**src/rtl/random_pulse_generator.sv**
```systemverilog
// Pseudo-random pulse generator: a free-running 16-bit LFSR sets the low gap,
// uio_in sets pulse width and minimum gap, uo_out counts issued pulses.
module random_pulse_generator #(
    parameter logic [15:0] SEED     = 16'hACE1,
    parameter logic [11:0] INIT_GAP = 12'd15
) (
    input  logic       clk,
    input  logic       rst_n,
    input  logic [7:0] uio_in,
    output logic [7:0] uo_out,
    output logic [7:0] uio_out,
    output logic [7:0] uio_oe
);

    // One-hot so that any corrupted encoding is detectable and falls back to GAP.
    typedef enum logic [1:0] {
        ST_GAP   = 2'b01,
        ST_PULSE = 2'b10
    } state_t;

    state_t      state, state_next;
    logic [15:0] lfsr, lfsr_next;
    logic [11:0] gap_cnt, gap_next;
    logic [2:0]  width_cnt, width_next;
    logic [7:0]  count, count_next;
    logic        pulse, pulse_next;
    logic        fb;
    logic        cfg_unused;

    always_ff @(posedge clk) begin
        if (rst_n) begin
            state     <= ST_GAP;
            lfsr      <= SEED;
            gap_cnt   <= INIT_GAP;
            width_cnt <= '0;
            count     <= '0;
            pulse     <= 1'b0;
        end else begin
            state     <= state_next;
            lfsr      <= lfsr_next;
            gap_cnt   <= gap_next;
            width_cnt <= width_next;
            count     <= count_next;
            pulse     <= pulse_next;
        end
    end

    always_comb begin
        fb         = lfsr[15] ^ lfsr[13] ^ lfsr[12] ^ lfsr[10];
        lfsr_next  = (lfsr == '0) ? SEED : {lfsr[14:0], fb};

        state_next = ST_GAP;
        gap_next   = gap_cnt;
        width_next = width_cnt;
        count_next = count;

        case (state)
            ST_GAP: begin
                if (gap_cnt != '0) begin
                    gap_next = gap_cnt - 12'd1;
                end else begin
                    state_next = ST_PULSE;
                    width_next = uio_in[3:1];
                    count_next = count + 8'd1;
                end
            end
            ST_PULSE: begin
                if (width_cnt != '0) begin
                    state_next = ST_PULSE;
                    width_next = width_cnt - 3'd1;
                end else begin
                    state_next = ST_GAP;
                    gap_next   = {4'b0, uio_in[7:4], 4'b0} + {4'b0, lfsr[7:0]};
                end
            end
            default: begin
                state_next = ST_GAP;
            end
        endcase
    end

    // Pulse is a registered Moore output of the next state, so it can never glitch.
    always_comb begin
        pulse_next = (state_next == ST_PULSE);
        uo_out     = count;
        uio_out    = {7'b0, pulse};
        uio_oe     = 8'h01;
        cfg_unused = uio_in[0];
    end

endmodule

```
**config.mk**
```make
export PLATFORM = sky130hd
export DESIGN_NAME = random_pulse_generator
export DESIGN_NICKNAME = d
export VERILOG_FILES = /design/src/rtl/random_pulse_generator.sv
export SDC_FILE = /design/constraint.sdc
export NUM_CORES = 1
export LEC_CHECK = 0
export CAP_MARGIN = 40
export CORE_ASPECT_RATIO = 0.8
export CORE_UTILIZATION = 58
export CTS_BUF_LIST = sky130_fd_sc_hd__clkbuf_16
export DETAILED_ROUTE_END_ITERATION = 8
export PLACE_DENSITY = 0.86
export REMOVE_ABC_BUFFERS = 1
export SLEW_MARGIN = 20
export SYNTH_ARGS = -nofsm -noshare
export SYNTH_HDL_FRONTEND = slang
export SYNTH_SLANG_ARGS = --single-unit
```
**constraint.sdc**
```tcl
create_clock -name clk -period 5.4 [get_ports clk]
set_input_delay 1.62 -clock clk [delete_from_list [all_inputs] [get_ports clk]]
set_output_delay 1.62 -clock clk [all_outputs]
set_load 0.05 [all_outputs]
```
Word-level counts from Yosys, hierarchy flattened

Index checks and enable logic that the tools add are counted.

Flip-flop bits (word level): 42
Bits in latches: 0
Bits in writable memories: 0
Memory bits (read-only): 0
Input bits: 10
Output and inout port bits: 24
Memories kept: 0

Add/subtract/negate cells: 4
$mul: 0
Divide/modulo/power cells: 0
$lt $le $gt $ge: 0
Equal/unequal tests: 7
Shifts and indexed selects: 0
Multiplexer cells: 9
Bitwise operators: 4
Reductions and logical operators: 8

Operator list:

| cell                    | number |
|---|---|
| $mux W12                | 2 |
| $pmux W12 S2            | 1 |
| $logic_not A16 Y1       | 1 |
| $reduce_bool A12 Y1     | 1 |
| $sub A12 B1 Y12 const B | 1 |
| $add A8 B8 Y9           | 1 |
| $add A8 B1 Y8 const B   | 1 |
| $ne A2 B2 Y1 const B    | 4 |
| $mux W3                 | 2 |
| $pmux W3 S2             | 1 |
| $reduce_and A3 Y1       | 2 |
| $eq A2 B2 Y1 const B    | 2 |
| $mux W2                 | 2 |
| $pmux W2 S2             | 1 |
| $reduce_bool A3 Y1      | 1 |
| $sub A3 B1 Y3 const B   | 1 |
| $xor A1 B1 Y1           | 3 |
| $eq A2 B1 Y1 const B    | 1 |
| $reduce_and A2 Y1       | 1 |
| $reduce_bool A2 Y1      | 1 |
| $reduce_or A2 Y1        | 1 |
| $not A1 Y1              | 1 |

Depth between registers and ports, before layout

Depth in word-level cells: 4
Depth in mapped cells: 8
Gate-level depth less buffers: 7

Least setup slack after synthesis

No wires, ideal clock.

Kind: input-to-reg
Start: in uio_in[4]
End: reg gap_cnt[8]
Arrival: 2.799 ns
Data required time: 5.308 ns
Slack: 2.509 ns
Stages: 7
Path buffers: 0
Cells stage by stage: ha_1 > inv_1 > fa_1 > nor2b_1 > o21ai_0 > a2111o_1 > o32ai_1

Longest elaborated chain between the ends: 3

Ends and longest elaborated chain:

| what                 | line | RTL |
|---|---|---|
| from (decl)          | 9    | `input logic [7:0] uio_in,` |
| $add A8 B8 Y9        | 73   | `gap_next = {4'b0, uio_in[7:4], 4'b0} + {4'b0, lfsr[7:0]};` |
| $mux W12             | 68   | `if (width_cnt != '0) begin` |
| $pmux W12 S2         | 57   | `case (state)` |
| to (signal assigned) | 41   | `gap_cnt <= gap_next;` |
| to (decl)            | 23   | `logic [11:0] gap_cnt, gap_next;` |

Every way passes these cells. The select of a mux whose other input is x is not followed.
A chain may end at the register's enable or synchronous reset.

Worst setup path after layout

Ends and elaborated chain as after synthesis.

==> results by group <==
Clock tree
  – Postcts setup bufs: 0
  – Root Driver: clkbuf_16
  – Clock buffer depth: 2
  – TritonCTS clock tree: built
  – CTS Sinks: between 40 and 50
  – Post-CTS Resized: 0
  – CTS buffer count: 5
  – Skew-Pair Late Insertion Delay: ~280 ps
  – H-Tree Depth: 2
  – CTS hold repair buffers: 0
  – Clk pin slew, worst setup/hold paths: about 60 ps

Floorplan
  – Num rows: 20
  – Core box area: 0.00380 mm²
  – Initial Util: 60.5%
  – Die Y: around 58 µm
  – Top Ports: 34
  – Chip width: 72.4 µm
  – Die area: between 0.004 and 0.005 mm²

STA
  – Final Max Tran Viols: 0
  – Slew @ Worst Pin: roughly 660 ps
  – Final hold slack: 442 ps
  – RSZ-0062 raised after global routing: false
  – FMAX: between 300 and 400 MHz
  – Worst setup margin: around 2200 ps
  – Crit path time final: 3190 ps
  – Count of final hold-check violations: 0
  – Setup violators final: 0
  – Setup TNS: 0 ps
  – Clk_skew: between 4 and 5 ps
  – Normalized max-slew margin: between 50% and 60%
  – Period Utilization, post-route: between 50% and 60%

Drt
  – Final wirelength: approximately 4.6 mm
  – Wire length per cell: between 10 and 15 µm
  – Vias: between 1,500 and 2,000
  – 1st-pass router iterations: 4
  – Via density: about 6
  – Initial DRC Count: 123
  – Post-route DRC: 0
  – Post-route ant nets: 0

Setup path
  – CP endpoint kind: flip-flop
  – Reg2reg path depth: 4
  – Launch point of the worst reg-to-reg path: gap_cnt[2]$_SDFFE_PP1P_
  – FF-to-FF setup slack: 3070 ps
  – Crit-path slowest cell: clkdlybuf4s50_1
  – Worst Path Max Fanout: 2
  – Crit path required time: ~5600 ps
  – CP Cell Sequence: clkdlybuf4s50_1, ha_1, inv_1, fa_1, nor2b_1, o21ai_0, a2111o_1, o32ai_1
  – FF-to-FF End: gap_cnt[0]$_SDFFE_PP1P_
  – Largest stage delay on the critical path: roughly 460 ps
  – Worst EP arrival: roughly 3400 ps
  – Crit Path Category: in2reg
  – Startpoint Class: input port

Min path
  – Worst Hold Endpoint: lfsr[15]$_SDFF_PP1_
  – Hold Crit Class: reg2reg
  – Min-delay src: lfsr[14]$_SDFF_PP0_
  – Hold path depth: 1

Logic synthesis
  – Synth Area per Inst: between 8 and 9 µm²
  – Syn Inst Count: about 270
  – Post-synth ARST share: 0%
  – Post-synth EDFFs: 0
  – Distinct cell type count after synthesis: 52
  – Largest area contributor in the netlist: dfxtp_1
  – Yosys warns: 0
  – Top cell type's share of synthesized area: approximately 37%
  – Synth area leaders: dfxtp_1 (37%), ha_1 (6.0%), buf_4 (5.2%), a21oi_1 (3.0%), nand2b_1 (2.7%)
  – Register bit total from synthesis: 42
  – Ys flop type: dfxtp_1
  – Post-synthesis sequential area ratio: between 30% and 40%
  – Mapped Area: roughly 0.0023 mm²

Job
  – Max-cap violations: 0

Final layout
  – Register Area: 841 µm²
  – Multi-input gate area: approximately 0.0013 mm²
  – Final core occ: a little under 70%
  – Final cell count without fillers: 331
  – N_diodes: 0
  – Layout cells sized above 1: under 10%
  – Fillers: 328
  – Area growth from synthesis to final layout: 11.6%
  – Fin nets: 298

Global route
  – Initial antenna violation count: 0
  – Total grt overflow: 0
  – Vias in the first global route: 1,713
  – First-pass GRT wire length: between 8 and 9 mm
  – Tot GR Track Use: roughly a quarter
  – Pin count of the biggest net entering global routing: 22

Place
  – Routability Congestion: ~0.9
  – IO Port Bufs: 17
  – Pre-CTS WS: roughly 1900 ps
  – DP Cell Count: ~320
  – Detailed placement HPWL: around 3.2 mm

Status
  – Status: complete, no violations

Pwr
  – Pwr/cell area: between 200 and 300 mW/mm²
  – Lkg Pwr: a little over 1 nW
  – Max VDD drop: roughly 0.20 mV
stage by stage:
stage               cell area, µm²  power (W)
floorplan                     2170   0.000382
global placement              2410   0.000399
detailed placement            2430   0.000401
CTS                           2570   0.000679
global route                  2570   0.000697
finish                        2570   0.000674
worst max path at each step:
stage          slack, ps  cells after the start       from                      end
2_1_floorplan       2510                      7  uio_in[4]  gap_cnt[8]$_SDFFE_PP0P_
3_3_place_gp        1860                      3      rst_n       lfsr[8]$_SDFF_PP0_
3_5_place_dp        1940                      8  uio_in[4]  gap_cnt[8]$_SDFFE_PP0P_
4_1_cts             2210                      8  uio_in[4]  gap_cnt[8]$_SDFFE_PP0P_
5_1_grt             2050                      4      rst_n  gap_cnt[4]$_SDFFE_PP0P_
6_report            2210                      8  uio_in[4]  gap_cnt[8]$_SDFFE_PP0P_
critical path: cells and delay by family:
family                   cells  cell delay, ps
AO/OA/AOI/OAI                3             560
adder cells (fa/ha/maj)      2             560
AND/OR/NAND/NOR              1             110
buffers and inverters        2             510
cell usage after synthesis (all sizes together), types with 3 or more instances:
cell type   n
a211oi      3
a21oi      14
a31o        3
a31oi       3
a32oi       4
and2        6
buf        21
clkbuf     11
dfxtp      42
ha         11
inv        15
nand2      12
nand2b     10
nand3      11
nand4       5
nor2       14
nor2b       6
nor3        8
nor4        8
o211ai      4
o21ai      11
o311ai      4
or3         5
or4         5
xnor2       3
report_power, final:
part | internal (W) | total, W | switching, W
combinational | 0.0000212 | 0.0000649 | 0.0000437
clock | 0.000167 | 0.000279 | 0.000113
sequential | 0.000321 | 0.000330 | 0.00000917
layer usage:
metal | track usage, % | share of wire [%] | wire [µm] | vias to the layer above
met5 | 0 | 0 | 0 | -
met4 | 8.96 | 1.4 | 66 | 0
met3 | 5.65 | 5.9 | 274 | 8
met2 | 38.1 | 45 | 2070 | 79
met1 | 34.0 | 48 | 2240 | 878
li1 | - | - | - | 964
flip-flops by register name (all words and copies together) (netlist names):
register / flops
lfsr: 16
gap_cnt: 12
uo_out: 8
width_cnt: 3
state: 2
pulse: 1
layout by cell type, fill, tap and decap left out, types with 6 or more instances in the layout:
| cell | instances |
|---|---|
| nor4_1 | 6 |
| nor2b_1 | 6 |
| o21ai_0 | 11 |
| a21oi_1 | 14 |
| nor2_1 | 14 |
| conb_1 | 15 |
| inv_1 | 15 |
| nor3_1 | 8 |
| and2_1 | 6 |
| ha_1 | 11 |
| clkdlybuf4s50_1 | 17 |
| nand2_1 | 12 |
| dfxtp_1 | 42 |
| nand3_1 | 11 |
| nand2b_1 | 10 |
kinds of logic after synthesis:
kind of cell	synth area share, %
flip-flops	36.5
AND/OR/NAND/NOR	24.1
XOR/XNOR	1.90
multiplexers	0.489
other	0.326
adder cells (fa/ha/maj)	6.85
buffers and inverters	10.5
AO/OA/AOI/OAI	19.3
cell type report:
| cell class | instances | share of cell area (%) |
|---|---|---|
| clock buffer | 5 | 4.87 |
| sequential | 42 | 32.7 |
| multi-input combinational | 192 | 49.4 |
| timing repair buffer | 20 | 7.79 |
| inverter | 15 | 2.19 |
| clock inverter | 2 | 0.389 |
| tap | 55 | 2.68 |
Power figures use the tool's default switching activity.
